File: config.mk
export PLATFORM = sky130hd
export DESIGN_NAME = cpu_datapath_flat
export DESIGN_NICKNAME = d
export VERILOG_FILES = /design/src/rtl/cpu_datapath_if.sv /design/src/rtl/cpu_datapath.sv /design/src/flat_wrapper.sv
export SDC_FILE = /design/constraint.sdc
export NUM_CORES = 2
export LEC_CHECK = 0
export BUFFER_PORTS_ARGS = -buffer_cell sky130_fd_sc_hd__clkbuf_2
export CORE_AREA = 2 2 346 348
export CTS_BUF_LIST = sky130_fd_sc_hd__clkbuf_8
export DETAILED_ROUTE_END_ITERATION = 7
export DIE_AREA = 0 0 348 350
export PLACE_DENSITY = 0.65
export SLEW_MARGIN = 20
export SYNTH_ARGS = -nofsm -noshare
export SYNTH_HDL_FRONTEND = slang
export SYNTH_SLANG_ARGS = --single-unit
File: constraint.sdc
create_clock -name clock -period 9 [get_ports clock]
set_input_delay 2.7 -clock clock [delete_from_list [all_inputs] [get_ports clock]]
set_output_delay 2.7 -clock clock [all_outputs]
set_load 0.1 [all_outputs]
File: src/rtl/cpu_datapath_if.sv
// Control strobes and observable register state for cpu_datapath.
// The sequencer drives through master; the datapath implements slave.
interface cpu_datapath_if #(parameter int WIDTH = 32);
  logic [15:0]        Rin;
  logic [15:0]        Rout;
  logic               HIin, LOin, PCin, IRin, Yin, Zin, MARin, MDRin;
  logic               HIout, LOout, Zhighout, Zlowout, PCout, MDRout, InPortout, Cout;
  logic               IncPC, ADD, SUB, AND, OR, SHR, SHRA, SHL, ROR, ROL, NEG, NOT, MUL, DIV;
  logic               Read;
  logic [WIDTH-1:0]   Mdatain;

  logic [WIDTH-1:0]   R [16];
  logic [WIDTH-1:0]   HI, LO, PC_out, IR, MAR, Y;
  logic [2*WIDTH-1:0] Z;
  logic [WIDTH-1:0]   BusMuxOut_signal;

  modport master (
    output Rin, Rout,
    output HIin, LOin, PCin, IRin, Yin, Zin, MARin, MDRin,
    output HIout, LOout, Zhighout, Zlowout, PCout, MDRout, InPortout, Cout,
    output IncPC, ADD, SUB, AND, OR, SHR, SHRA, SHL, ROR, ROL, NEG, NOT, MUL, DIV,
    output Read, Mdatain,
    input  R, HI, LO, PC_out, IR, MAR, Y, Z, BusMuxOut_signal
  );

  modport slave (
    input  Rin, Rout,
    input  HIin, LOin, PCin, IRin, Yin, Zin, MARin, MDRin,
    input  HIout, LOout, Zhighout, Zlowout, PCout, MDRout, InPortout, Cout,
    input  IncPC, ADD, SUB, AND, OR, SHR, SHRA, SHL, ROR, ROL, NEG, NOT, MUL, DIV,
    input  Read, Mdatain,
    output R, HI, LO, PC_out, IR, MAR, Y, Z, BusMuxOut_signal
  );
endinterface

File: src/rtl/cpu_datapath.sv
// Bus-based CPU datapath: register file, special registers, shared bus mux and ALU.
// Define MULDIV_EN to build the signed multiplier/divider; otherwise MUL/DIV yield zero.
module cpu_datapath #(
  parameter int WIDTH = 32
) (
  input  logic           clock,
  input  logic           clear,
  cpu_datapath_if.slave  dp
);

  localparam int SW = $clog2(WIDTH);

  logic [WIDTH-1:0]   gpr [16];
  logic [WIDTH-1:0]   hi, lo, pc, ir, mar, mdr, y;
  logic [2*WIDTH-1:0] z;

  logic [WIDTH-1:0]   bus_val;
  logic [WIDTH-1:0]   c_sext;
  logic [2*WIDTH-1:0] z_next;

  assign c_sext = {{(WIDTH-19){ir[18]}}, ir[18:0]};

  // Lowest-numbered GPR wins, then the special sources in fixed order
  always_comb begin
    bus_val = '0;
    if (|dp.Rout) begin
      for (int i = 15; i >= 0; i--) begin
        if (dp.Rout[i]) bus_val = gpr[i];
      end
    end
    else if (dp.HIout)     bus_val = hi;
    else if (dp.LOout)     bus_val = lo;
    else if (dp.Zhighout)  bus_val = z[2*WIDTH-1:WIDTH];
    else if (dp.Zlowout)   bus_val = z[WIDTH-1:0];
    else if (dp.PCout)     bus_val = pc;
    else if (dp.MDRout)    bus_val = mdr;
    else if (dp.InPortout) bus_val = '0;
    else if (dp.Cout)      bus_val = c_sext;
  end

  logic [WIDTH-1:0]   alu_a, alu_b;
  logic [SW-1:0]      sh;
  logic [2*WIDTH-1:0] rot_r, rot_l;

  assign alu_a = y;
  assign alu_b = bus_val;
  assign sh    = alu_b[SW-1:0];
  assign rot_r = {alu_a, alu_a} >> sh;
  assign rot_l = {alu_a, alu_a} << sh;

`ifdef MULDIV_EN
  logic signed [2*WIDTH-1:0] prod;
  logic signed [WIDTH-1:0]   quot, rem;
  logic                      div_ovf;

  assign prod    = $signed({{WIDTH{alu_a[WIDTH-1]}}, alu_a}) *
                   $signed({{WIDTH{alu_b[WIDTH-1]}}, alu_b});
  assign div_ovf = (alu_a == {1'b1, {(WIDTH-1){1'b0}}}) && (&alu_b);

  // Zero divisor and the single overflowing case are handled before the divider sees them
  always_comb begin
    quot = '0;
    rem  = '0;
    if (alu_b == '0) begin
      rem = $signed(alu_a);
    end
    else if (div_ovf) begin
      quot = $signed(alu_a);
    end
    else begin
      quot = $signed(alu_a) / $signed(alu_b);
      rem  = $signed(alu_a) % $signed(alu_b);
    end
  end
`endif

  always_comb begin
    z_next = '0;
    if      (dp.IncPC) z_next[WIDTH-1:0] = alu_b + 1'b1;
    else if (dp.ADD)   z_next[WIDTH-1:0] = alu_a + alu_b;
    else if (dp.SUB)   z_next[WIDTH-1:0] = alu_a - alu_b;
    else if (dp.AND)   z_next[WIDTH-1:0] = alu_a & alu_b;
    else if (dp.OR)    z_next[WIDTH-1:0] = alu_a | alu_b;
    else if (dp.SHR)   z_next[WIDTH-1:0] = alu_a >> sh;
    else if (dp.SHRA)  z_next[WIDTH-1:0] = WIDTH'($signed(alu_a) >>> sh);
    else if (dp.SHL)   z_next[WIDTH-1:0] = alu_a << sh;
    else if (dp.ROR)   z_next[WIDTH-1:0] = rot_r[WIDTH-1:0];
    else if (dp.ROL)   z_next[WIDTH-1:0] = rot_l[2*WIDTH-1:WIDTH];
    else if (dp.NEG)   z_next[WIDTH-1:0] = -alu_b;
    else if (dp.NOT)   z_next[WIDTH-1:0] = ~alu_b;
`ifdef MULDIV_EN
    else if (dp.MUL)   z_next = prod;
    else if (dp.DIV)   z_next = {rem, quot};
`else
    else if (dp.MUL)   z_next = '0;
    else if (dp.DIV)   z_next = '0;
`endif
  end

  // Clear wins over every load enable; a register with both in and out set reloads its own value
  always_ff @(posedge clock) begin
    if (clear) begin
      for (int i = 0; i < 16; i++) gpr[i] <= '0;
      hi  <= '0;
      lo  <= '0;
      pc  <= '0;
      ir  <= '0;
      mar <= '0;
      mdr <= '0;
      y   <= '0;
      z   <= '0;
    end
    else begin
      for (int i = 0; i < 16; i++) begin
        if (dp.Rin[i]) gpr[i] <= bus_val;
      end
      if (dp.HIin)  hi  <= bus_val;
      if (dp.LOin)  lo  <= bus_val;
      if (dp.PCin)  pc  <= bus_val;
      if (dp.IRin)  ir  <= bus_val;
      if (dp.MARin) mar <= bus_val;
      if (dp.Yin)   y   <= bus_val;
      if (dp.MDRin) mdr <= dp.Read ? dp.Mdatain : bus_val;
      if (dp.Zin)   z   <= z_next;
    end
  end

  assign dp.R                = gpr;
  assign dp.HI               = hi;
  assign dp.LO               = lo;
  assign dp.PC_out           = pc;
  assign dp.IR               = ir;
  assign dp.MAR              = mar;
  assign dp.Y                = y;
  assign dp.Z                = z;
  assign dp.BusMuxOut_signal = bus_val;

endmodule

File: src/flat_wrapper.sv
// flat-port wrapper written by rule: the top's interface ports become plain ports
module cpu_datapath_flat 
#(
  parameter int WIDTH = 32
)
  (clock, clear, dp_Rin, dp_Rout, dp_HIin, dp_LOin, dp_PCin, dp_IRin, dp_Yin, dp_Zin, dp_MARin, dp_MDRin, dp_HIout, dp_LOout, dp_Zhighout, dp_Zlowout, dp_PCout, dp_MDRout, dp_InPortout, dp_Cout, dp_IncPC, dp_ADD, dp_SUB, dp_AND, dp_OR, dp_SHR, dp_SHRA, dp_SHL, dp_ROR, dp_ROL, dp_NEG, dp_NOT, dp_MUL, dp_DIV, dp_Read, dp_Mdatain, dp_R, dp_HI, dp_LO, dp_PC_out, dp_IR, dp_MAR, dp_Y, dp_Z, dp_BusMuxOut_signal);
  cpu_datapath_if #(.WIDTH(WIDTH)) dp_i ();
  input  logic clock;
  input  logic clear;
  input wire logic [$bits(dp_i.Rin)-1:0] dp_Rin;
  input wire logic [$bits(dp_i.Rout)-1:0] dp_Rout;
  input wire logic [$bits(dp_i.HIin)-1:0] dp_HIin;
  input wire logic [$bits(dp_i.LOin)-1:0] dp_LOin;
  input wire logic [$bits(dp_i.PCin)-1:0] dp_PCin;
  input wire logic [$bits(dp_i.IRin)-1:0] dp_IRin;
  input wire logic [$bits(dp_i.Yin)-1:0] dp_Yin;
  input wire logic [$bits(dp_i.Zin)-1:0] dp_Zin;
  input wire logic [$bits(dp_i.MARin)-1:0] dp_MARin;
  input wire logic [$bits(dp_i.MDRin)-1:0] dp_MDRin;
  input wire logic [$bits(dp_i.HIout)-1:0] dp_HIout;
  input wire logic [$bits(dp_i.LOout)-1:0] dp_LOout;
  input wire logic [$bits(dp_i.Zhighout)-1:0] dp_Zhighout;
  input wire logic [$bits(dp_i.Zlowout)-1:0] dp_Zlowout;
  input wire logic [$bits(dp_i.PCout)-1:0] dp_PCout;
  input wire logic [$bits(dp_i.MDRout)-1:0] dp_MDRout;
  input wire logic [$bits(dp_i.InPortout)-1:0] dp_InPortout;
  input wire logic [$bits(dp_i.Cout)-1:0] dp_Cout;
  input wire logic [$bits(dp_i.IncPC)-1:0] dp_IncPC;
  input wire logic [$bits(dp_i.ADD)-1:0] dp_ADD;
  input wire logic [$bits(dp_i.SUB)-1:0] dp_SUB;
  input wire logic [$bits(dp_i.AND)-1:0] dp_AND;
  input wire logic [$bits(dp_i.OR)-1:0] dp_OR;
  input wire logic [$bits(dp_i.SHR)-1:0] dp_SHR;
  input wire logic [$bits(dp_i.SHRA)-1:0] dp_SHRA;
  input wire logic [$bits(dp_i.SHL)-1:0] dp_SHL;
  input wire logic [$bits(dp_i.ROR)-1:0] dp_ROR;
  input wire logic [$bits(dp_i.ROL)-1:0] dp_ROL;
  input wire logic [$bits(dp_i.NEG)-1:0] dp_NEG;
  input wire logic [$bits(dp_i.NOT)-1:0] dp_NOT;
  input wire logic [$bits(dp_i.MUL)-1:0] dp_MUL;
  input wire logic [$bits(dp_i.DIV)-1:0] dp_DIV;
  input wire logic [$bits(dp_i.Read)-1:0] dp_Read;
  input wire logic [$bits(dp_i.Mdatain)-1:0] dp_Mdatain;
  output wire logic [$bits(dp_i.R)-1:0] dp_R;
  output wire logic [$bits(dp_i.HI)-1:0] dp_HI;
  output wire logic [$bits(dp_i.LO)-1:0] dp_LO;
  output wire logic [$bits(dp_i.PC_out)-1:0] dp_PC_out;
  output wire logic [$bits(dp_i.IR)-1:0] dp_IR;
  output wire logic [$bits(dp_i.MAR)-1:0] dp_MAR;
  output wire logic [$bits(dp_i.Y)-1:0] dp_Y;
  output wire logic [$bits(dp_i.Z)-1:0] dp_Z;
  output wire logic [$bits(dp_i.BusMuxOut_signal)-1:0] dp_BusMuxOut_signal;
  assign dp_i.Rin = dp_Rin;
  assign dp_i.Rout = dp_Rout;
  assign dp_i.HIin = dp_HIin;
  assign dp_i.LOin = dp_LOin;
  assign dp_i.PCin = dp_PCin;
  assign dp_i.IRin = dp_IRin;
  assign dp_i.Yin = dp_Yin;
  assign dp_i.Zin = dp_Zin;
  assign dp_i.MARin = dp_MARin;
  assign dp_i.MDRin = dp_MDRin;
  assign dp_i.HIout = dp_HIout;
  assign dp_i.LOout = dp_LOout;
  assign dp_i.Zhighout = dp_Zhighout;
  assign dp_i.Zlowout = dp_Zlowout;
  assign dp_i.PCout = dp_PCout;
  assign dp_i.MDRout = dp_MDRout;
  assign dp_i.InPortout = dp_InPortout;
  assign dp_i.Cout = dp_Cout;
  assign dp_i.IncPC = dp_IncPC;
  assign dp_i.ADD = dp_ADD;
  assign dp_i.SUB = dp_SUB;
  assign dp_i.AND = dp_AND;
  assign dp_i.OR = dp_OR;
  assign dp_i.SHR = dp_SHR;
  assign dp_i.SHRA = dp_SHRA;
  assign dp_i.SHL = dp_SHL;
  assign dp_i.ROR = dp_ROR;
  assign dp_i.ROL = dp_ROL;
  assign dp_i.NEG = dp_NEG;
  assign dp_i.NOT = dp_NOT;
  assign dp_i.MUL = dp_MUL;
  assign dp_i.DIV = dp_DIV;
  assign dp_i.Read = dp_Read;
  assign dp_i.Mdatain = dp_Mdatain;
  assign dp_R = {>>{dp_i.R}};
  assign dp_HI = dp_i.HI;
  assign dp_LO = dp_i.LO;
  assign dp_PC_out = dp_i.PC_out;
  assign dp_IR = dp_i.IR;
  assign dp_MAR = dp_i.MAR;
  assign dp_Y = dp_i.Y;
  assign dp_Z = dp_i.Z;
  assign dp_BusMuxOut_signal = dp_i.BusMuxOut_signal;
  cpu_datapath #(.WIDTH(WIDTH)) u_core (.clock(clock), .clear(clear), .dp(dp_i));
endmodule
### After elaboration in Yosys (flattened, before gate mapping)

Cells that the tools add are included.

| storage, ports and cells | value |
|---|---|
| bits in registers | 768 |
| bits of input ports | 97 |
| logic and storage cells | 75 |

| operators by class | value |
|---|---|
| $add $sub $neg | 4 |
| shift operators | 5 |
| mux-type cells | 38 |
| bitwise operators | 3 |
| reduce and logical (&&, ||, !) cells | 1 |

Operator list:

| cell | count |
|---|---|
| 32-bit 2-to-1 mux | 38 |
| 64-bit by 5-bit << shifter with 64-bit output | 1 |
| 64-bit by 5-bit right shift with 32-bit output | 1 |
| 32-bit by 1-bit adder with 32-bit output, second input constant | 1 |
| 32-bit adder | 1 |
| 32-bit bitwise AND | 1 |
| 32-bit negation | 1 |
| 32-bit NOT | 1 |
| 32-bit bitwise OR | 1 |
| 32-bit by 5-bit << shifter with 32-bit output | 1 |
| 32-bit by 5-bit right shift with 32-bit output | 1 |
| 32-bit by 5-bit >>> shifter with 32-bit output | 1 |
| 32-bit subtractor | 1 |
| 16-bit OR reduction | 1 |

### Depth between registers and ports, before layout

| logic depth | value |
|---|---|
| depth in word-level cells | 30 |
| gate-level depth with buffers | 29 |

### Worst setup path before layout

Ideal clock, no wire load.

| timing | value |
|---|---|
| path type | input port to flip-flop |
| start point | in dp_Rout[7] |
| end point | reg u_core.z[30], in the netlist u_core.dp.Z[30] |
| setup time | 0.115 ns |
| data arrival time | 9.020 ns |
| required time | 8.885 ns |
| setup slack | -0.135 ns |
| cell stages on the path | 29 |
| buffers on the path | 8 |
| cells stage by stage | buf_2 buf_2 buf_4 nor3b_1 o31a_1 nor4b_1 o21a_1 buf_4 nor2_8 inv_2 buf_2 buf_2 buf_2 buf_1 ha_1 inv_1 fa_1 nand2b_1 a221oi_1 o41ai_1 a22oi_1 a211o_1 and2_1 o2111a_1 nor2_1 nand2_1 a31oi_1 o22ai_1 a2111oi_0 |

| between the ends | value |
|---|---|
| elaborated cells on any way between the ends | 34 |

RTL lines:

| what | RTL line | text |
|---|---|---|
| start: declaration | flat_wrapper.sv:11 | `input wire logic [$bits(dp_i.Rout)-1:0] dp_Rout;` |
| 32-bit 2-to-1 mux (8 in series) | cpu_datapath.sv:28 | `if (dp.Rout[i]) bus_val = gpr[i];` |
| 32-bit 2-to-1 mux (*) | cpu_datapath.sv:26 | `if (\|dp.Rout) begin` |
| net dp_BusMuxOut_signal[0] | flat_wrapper.sv:52 | `output wire logic [$bits(dp_i.BusMuxOut_signal)-1:0] dp_BusMuxOut_signal;` |
| 32-bit negation | cpu_datapath.sv:89 | `else if (dp.NEG) z_next[WIDTH-1:0] = -alu_b;` |
| 32-bit 2-to-1 mux | cpu_datapath.sv:89 |  |
| 32-bit 2-to-1 mux | cpu_datapath.sv:88 | `else if (dp.ROL) z_next[WIDTH-1:0] = rot_l[2*WIDTH-1:WIDTH];` |
| 32-bit 2-to-1 mux | cpu_datapath.sv:87 | `else if (dp.ROR) z_next[WIDTH-1:0] = rot_r[WIDTH-1:0];` |
| 32-bit 2-to-1 mux | cpu_datapath.sv:86 | `else if (dp.SHL) z_next[WIDTH-1:0] = alu_a << sh;` |
| 32-bit 2-to-1 mux | cpu_datapath.sv:85 | `else if (dp.SHRA) z_next[WIDTH-1:0] = WIDTH'($signed(alu_a) >>> sh);` |
| 32-bit 2-to-1 mux | cpu_datapath.sv:84 | `else if (dp.SHR) z_next[WIDTH-1:0] = alu_a >> sh;` |
| 32-bit 2-to-1 mux | cpu_datapath.sv:83 | `else if (dp.OR) z_next[WIDTH-1:0] = alu_a \| alu_b;` |
| 32-bit 2-to-1 mux | cpu_datapath.sv:82 | `else if (dp.AND) z_next[WIDTH-1:0] = alu_a & alu_b;` |
| 32-bit 2-to-1 mux | cpu_datapath.sv:81 | `else if (dp.SUB) z_next[WIDTH-1:0] = alu_a - alu_b;` |
| 32-bit 2-to-1 mux | cpu_datapath.sv:80 | `else if (dp.ADD) z_next[WIDTH-1:0] = alu_a + alu_b;` |
| 32-bit 2-to-1 mux (*) | cpu_datapath.sv:79 | `if (dp.IncPC) z_next[WIDTH-1:0] = alu_b + 1'b1;` |
| end signal: assignment | cpu_datapath.sv:124 | `if (dp.Zin) z <= z_next;` |
| end: declaration | cpu_datapath.sv:15 | `logic [2*WIDTH-1:0] z;` |

Mark *: on every way through the listed nets, which the timed path passes. The rest lies on a longest branch.
A chain may end at the register's enable or synchronous reset.

### Worst setup path after layout

| timing | value |
|---|---|
| start point | in dp_Rout[12] |
| end point | out dp_BusMuxOut_signal[10] |

| between the ends | value |
|---|---|
| word-level cells in the longest chain between the ends | 14 |
| elaborated cells on any way between the ends | 15 |

RTL lines:

| what | RTL line |
|---|---|
| 32-bit 2-to-1 mux (13 in series) | cpu_datapath.sv:28 |
| 32-bit 2-to-1 mux (*) | cpu_datapath.sv:26 |
| end: declaration | flat_wrapper.sv:52 |

Mark *: on every way between the ends. The rest lies on a longest branch, timed or not.

==> summary.md <==
| Metric | Value |
|---|---|
| Status | complete, no violations |
| FFs w/ async S/R, synth | 0 |
| CTS clock-pin slew for the worst setup and hold paths | 0.07 ns |
| Root buffer cell | clkbuf_8 |
| P&R area growth vs syn | 24.6% |
| Mean post-synth cell area | 7.48 sq um |
| F_max | 113 MHz |
| Filler instances | 11.8k |
| Critical Path, Cell by Cell | clkbuf_2 > nor2_2 > buf_4 > o211ai_1 > a311oi_1 > nor3_1 > buf_4 > a211oi_4 > inv_1 > buf_12 |
| Yosys top cell area share | 0.322 |
| Clk_lat worst skew | 0.91 ns |
| Initial DRC count | 10.3k |
| Cells after Synth | 6375 |
| Die Span X | 348 um |
| Setup TNS | 0 ns |
| Commonest register cell after synthesis | dfxtp_1 |
| Yosys reg bits | 768 |
| I/O pin count | 897 |
| Crit-path max FO | 19 |
| Hpwl dp | 251000 um |
| Register area share after synthesis | 0.322 |
| Worst endpoint required time | 6.30 ns |
| CTS H-tree lvls | 4 |
| Max VDD drop | 0.190 mV |
| CP delay by family, top | buffers and inverters |
| Starting Density | 0.405 |
| Most frequent cells after synthesis | 1031 x nor2_1, 768 x dfxtp_1, 752 x a211oi_1 |
| CORE AREA | 0.118 sq mm |
| Wire per inst | 36.8 um |
| Total gr overflow | 0 |
| Full die area | 0.122 sq mm |
| Top-count cell post-synth | nor2_1 |
| WS Path Type | in2out |
| Final Hold Viols | 0 |
| CTS Hold Bufs | 0 |
| Fin crit share | 0.980 |
| Worst Max-Slew Pin Slew | 1.33 ns |
| Bufs and invs on worst path | 5 |
| Port Buffer Count | 862 |
| Gr usage total | 0.515 |
| # DRC | 0 |
| Total Wirelength | 329000 um |
| Vias in the first global route | 53.4k |
| Antenna violations before repair | 44 |
| Synthesized area | 0.0477 sq mm |
| Post-synth top area cell | dfxtp_1 |
| CTS tree | yes |
| Rows | 126 |
| Routed Antenna Nets | 0 |
| Via Count | 60.3k |
| Critical path's slowest cell | a311oi_1 |
| Routability Congestion | 1.18 |
| Post-synth EDFFs | 0 |
| First-pass GRT wire length | 442000 um |
| Max cap viols | 0 |
| Hold slack | 0.490 ns |
| Slew Limit Fails | 0 |
| # setup viols final | 0 |
| CTS sink count | 768 |
| Fin nets | 7472 |
| Layout cells sized above 1 | 0.241 |
| Clk_skew | 0.0542 ns |
| Clk buf depth | 3 |
| Delay of the slowest critical-path stage | 0.68 ns |
| Max_slew headroom | 0.104 |
| RSZ-0062 raised after global routing | no |
| Pre-antenna DRT Iters | 8 |
| # Post-CTS Setup Buffers | 0 |
| Synth area leaders | dfxtp_1 32%, a211oi_1 12%, nor2_1 8.1% |
| Netlist cell types | 106 |
| Via-to-Cell Ratio | 6.74 |
| Largest net degree at the start of global routing | 210 |
| Tmin final | 8.82 ns |
| Startpoint types | primary input |
| Die height | 350 um |
| TritonCTS buffer count | 138 |
| # resized after CTS | 0 |
| Worst min path class | reg2reg |
| WP data arrival | 6.12 ns |
| Leak | 24.7 nW |
| Synth Warn # | 0 |
| CP Capture Type | primary output |
| Power Density | 220 mW/mm^2 |
| CP dominant cell by count | buf_4 |
[report_power, final]
part / switching (W) / internal (W) / total (W)
clock network: 0.00167 / 0.00195 / 0.00362
registers: 0.000293 / 0.00364 / 0.00394
logic: 0.00431 / 0.00119 / 0.00550
total: 0.00627 / 0.00679 / 0.0131
[final timing paths]
path / from / to / slack [ns] / cells after the start
min: u_core.dp.IR[20] / u_core.dp.IR[20] / 0.49 / 2
max: dp_Rout[12] / dp_BusMuxOut_signal[10] / 0.18 / 10
min reg2reg: u_core.dp.IR[20] / u_core.dp.IR[20] / 0.49 / 2
max reg2reg: u_core.dp.R[266] / u_core.dp.Z[31] / 2.97 / 20
[tightest hold or removal path, delay by kind of cell (launching register included)]
| family | cells | cell delay [ns] |
|---|---|---|
| and+or+nand+nor | 1 | 0.08 |
| AOI/OAI and AO/OA | 1 | 0.05 |
| DFF | 1 | 0.31 |
[cell type report]
class,instances,area (sq um),share of cell area
Antenna cell,30,75.1,0.00126
Inverter,173,651,0.0110
Sequential cell,768,15400,0.259
Clock inverter,58,425,0.00716
Clock buffer,182,2500,0.0422
Timing Repair Buffer,1449,9440,0.159
Multi-Input combinational cell,4751,29000,0.488
Tap cell,1536,1920,0.0323
[per-stage QoR]
stage / std cells / power (W) / instance area (sq um) / setup slack, ns / util
after floorplan: 6406 / 0.00735 / 47800 / 0.350 / -
after global placement: 8676 / 0.00926 / 56400 / 0.147 / 0.479
after detailed placement: 8676 / 0.00927 / 56400 / 0.119 / 0.479
after CTS: 8916 / 0.0128 / 59300 / 0.396 / 0.504
after global routing: 8927 / 0.0133 / 59400 / 0.198 / 0.504
final: 8947 / 0.0131 / 59400 / 0.183 / 0.505
[cell usage in the layout (no fill, tap or decap), types with 20 or more instances in the layout]
master,netlist,routed
a22oi_1,23,22
or3_1,20,20
inv_1,162,199
xnor2_1,46,46
o221ai_1,30,30
nand3b_1,26,26
o2111ai_1,23,23
mux2i_1,127,127
nor2_1,1031,1025
a211oi_1,752,747
nand2_1,433,433
nand3_1,191,191
a311oi_1,24,23
ha_1,92,92
nor2b_1,87,86
conb_1,1,32
a2111oi_0,21,20
clkbuf_2,0,819
buf_4,46,570
o31ai_1,48,48
a21oi_1,357,351
o211ai_1,134,134
nor3b_1,48,48
buf_12,0,50
a221oi_1,86,86
o21a_1,26,25
and3_1,25,24
nor4_1,20,20
diode_2,0,30
nand2b_1,44,44
nor3_1,138,136
a31oi_1,75,73
nand4_1,25,25
clkbuf_8,0,182
dfxtp_1,768,768
o21ai_0,372,369
[cell families after synthesis]
logic type      count (synthesis)  synth area share
compound gates               2256             0.328
xor+xnor                       56            0.0103
fa+ha+maj                      94            0.0250
buf+inv                       887            0.0771
flops                         768             0.322
mux                           142            0.0302
other cells                     1         0.0000786
simple gates                 2171             0.207
[per-layer routing]
layer / global-route usage / routed length [um]
met1: 0.634 / 121000
met2: 0.715 / 130000
met3: 0.194 / 46600
met4: 0.411 / 31700
met5: 0.00353 / 230
[sequential cells by signal, summed over array words and instances, names as in the netlist]
register and flops:
u_core.dp.Y 32, u_core.dp.R 512, u_core.mdr 32, u_core.dp.Z 32, u_core.dp.IR 32, u_core.dp.HI 32, u_core.dp.PC_out 32, u_core.dp.MAR 32
u_core.dp.LO 32
(Power assumes the default switching activity.)
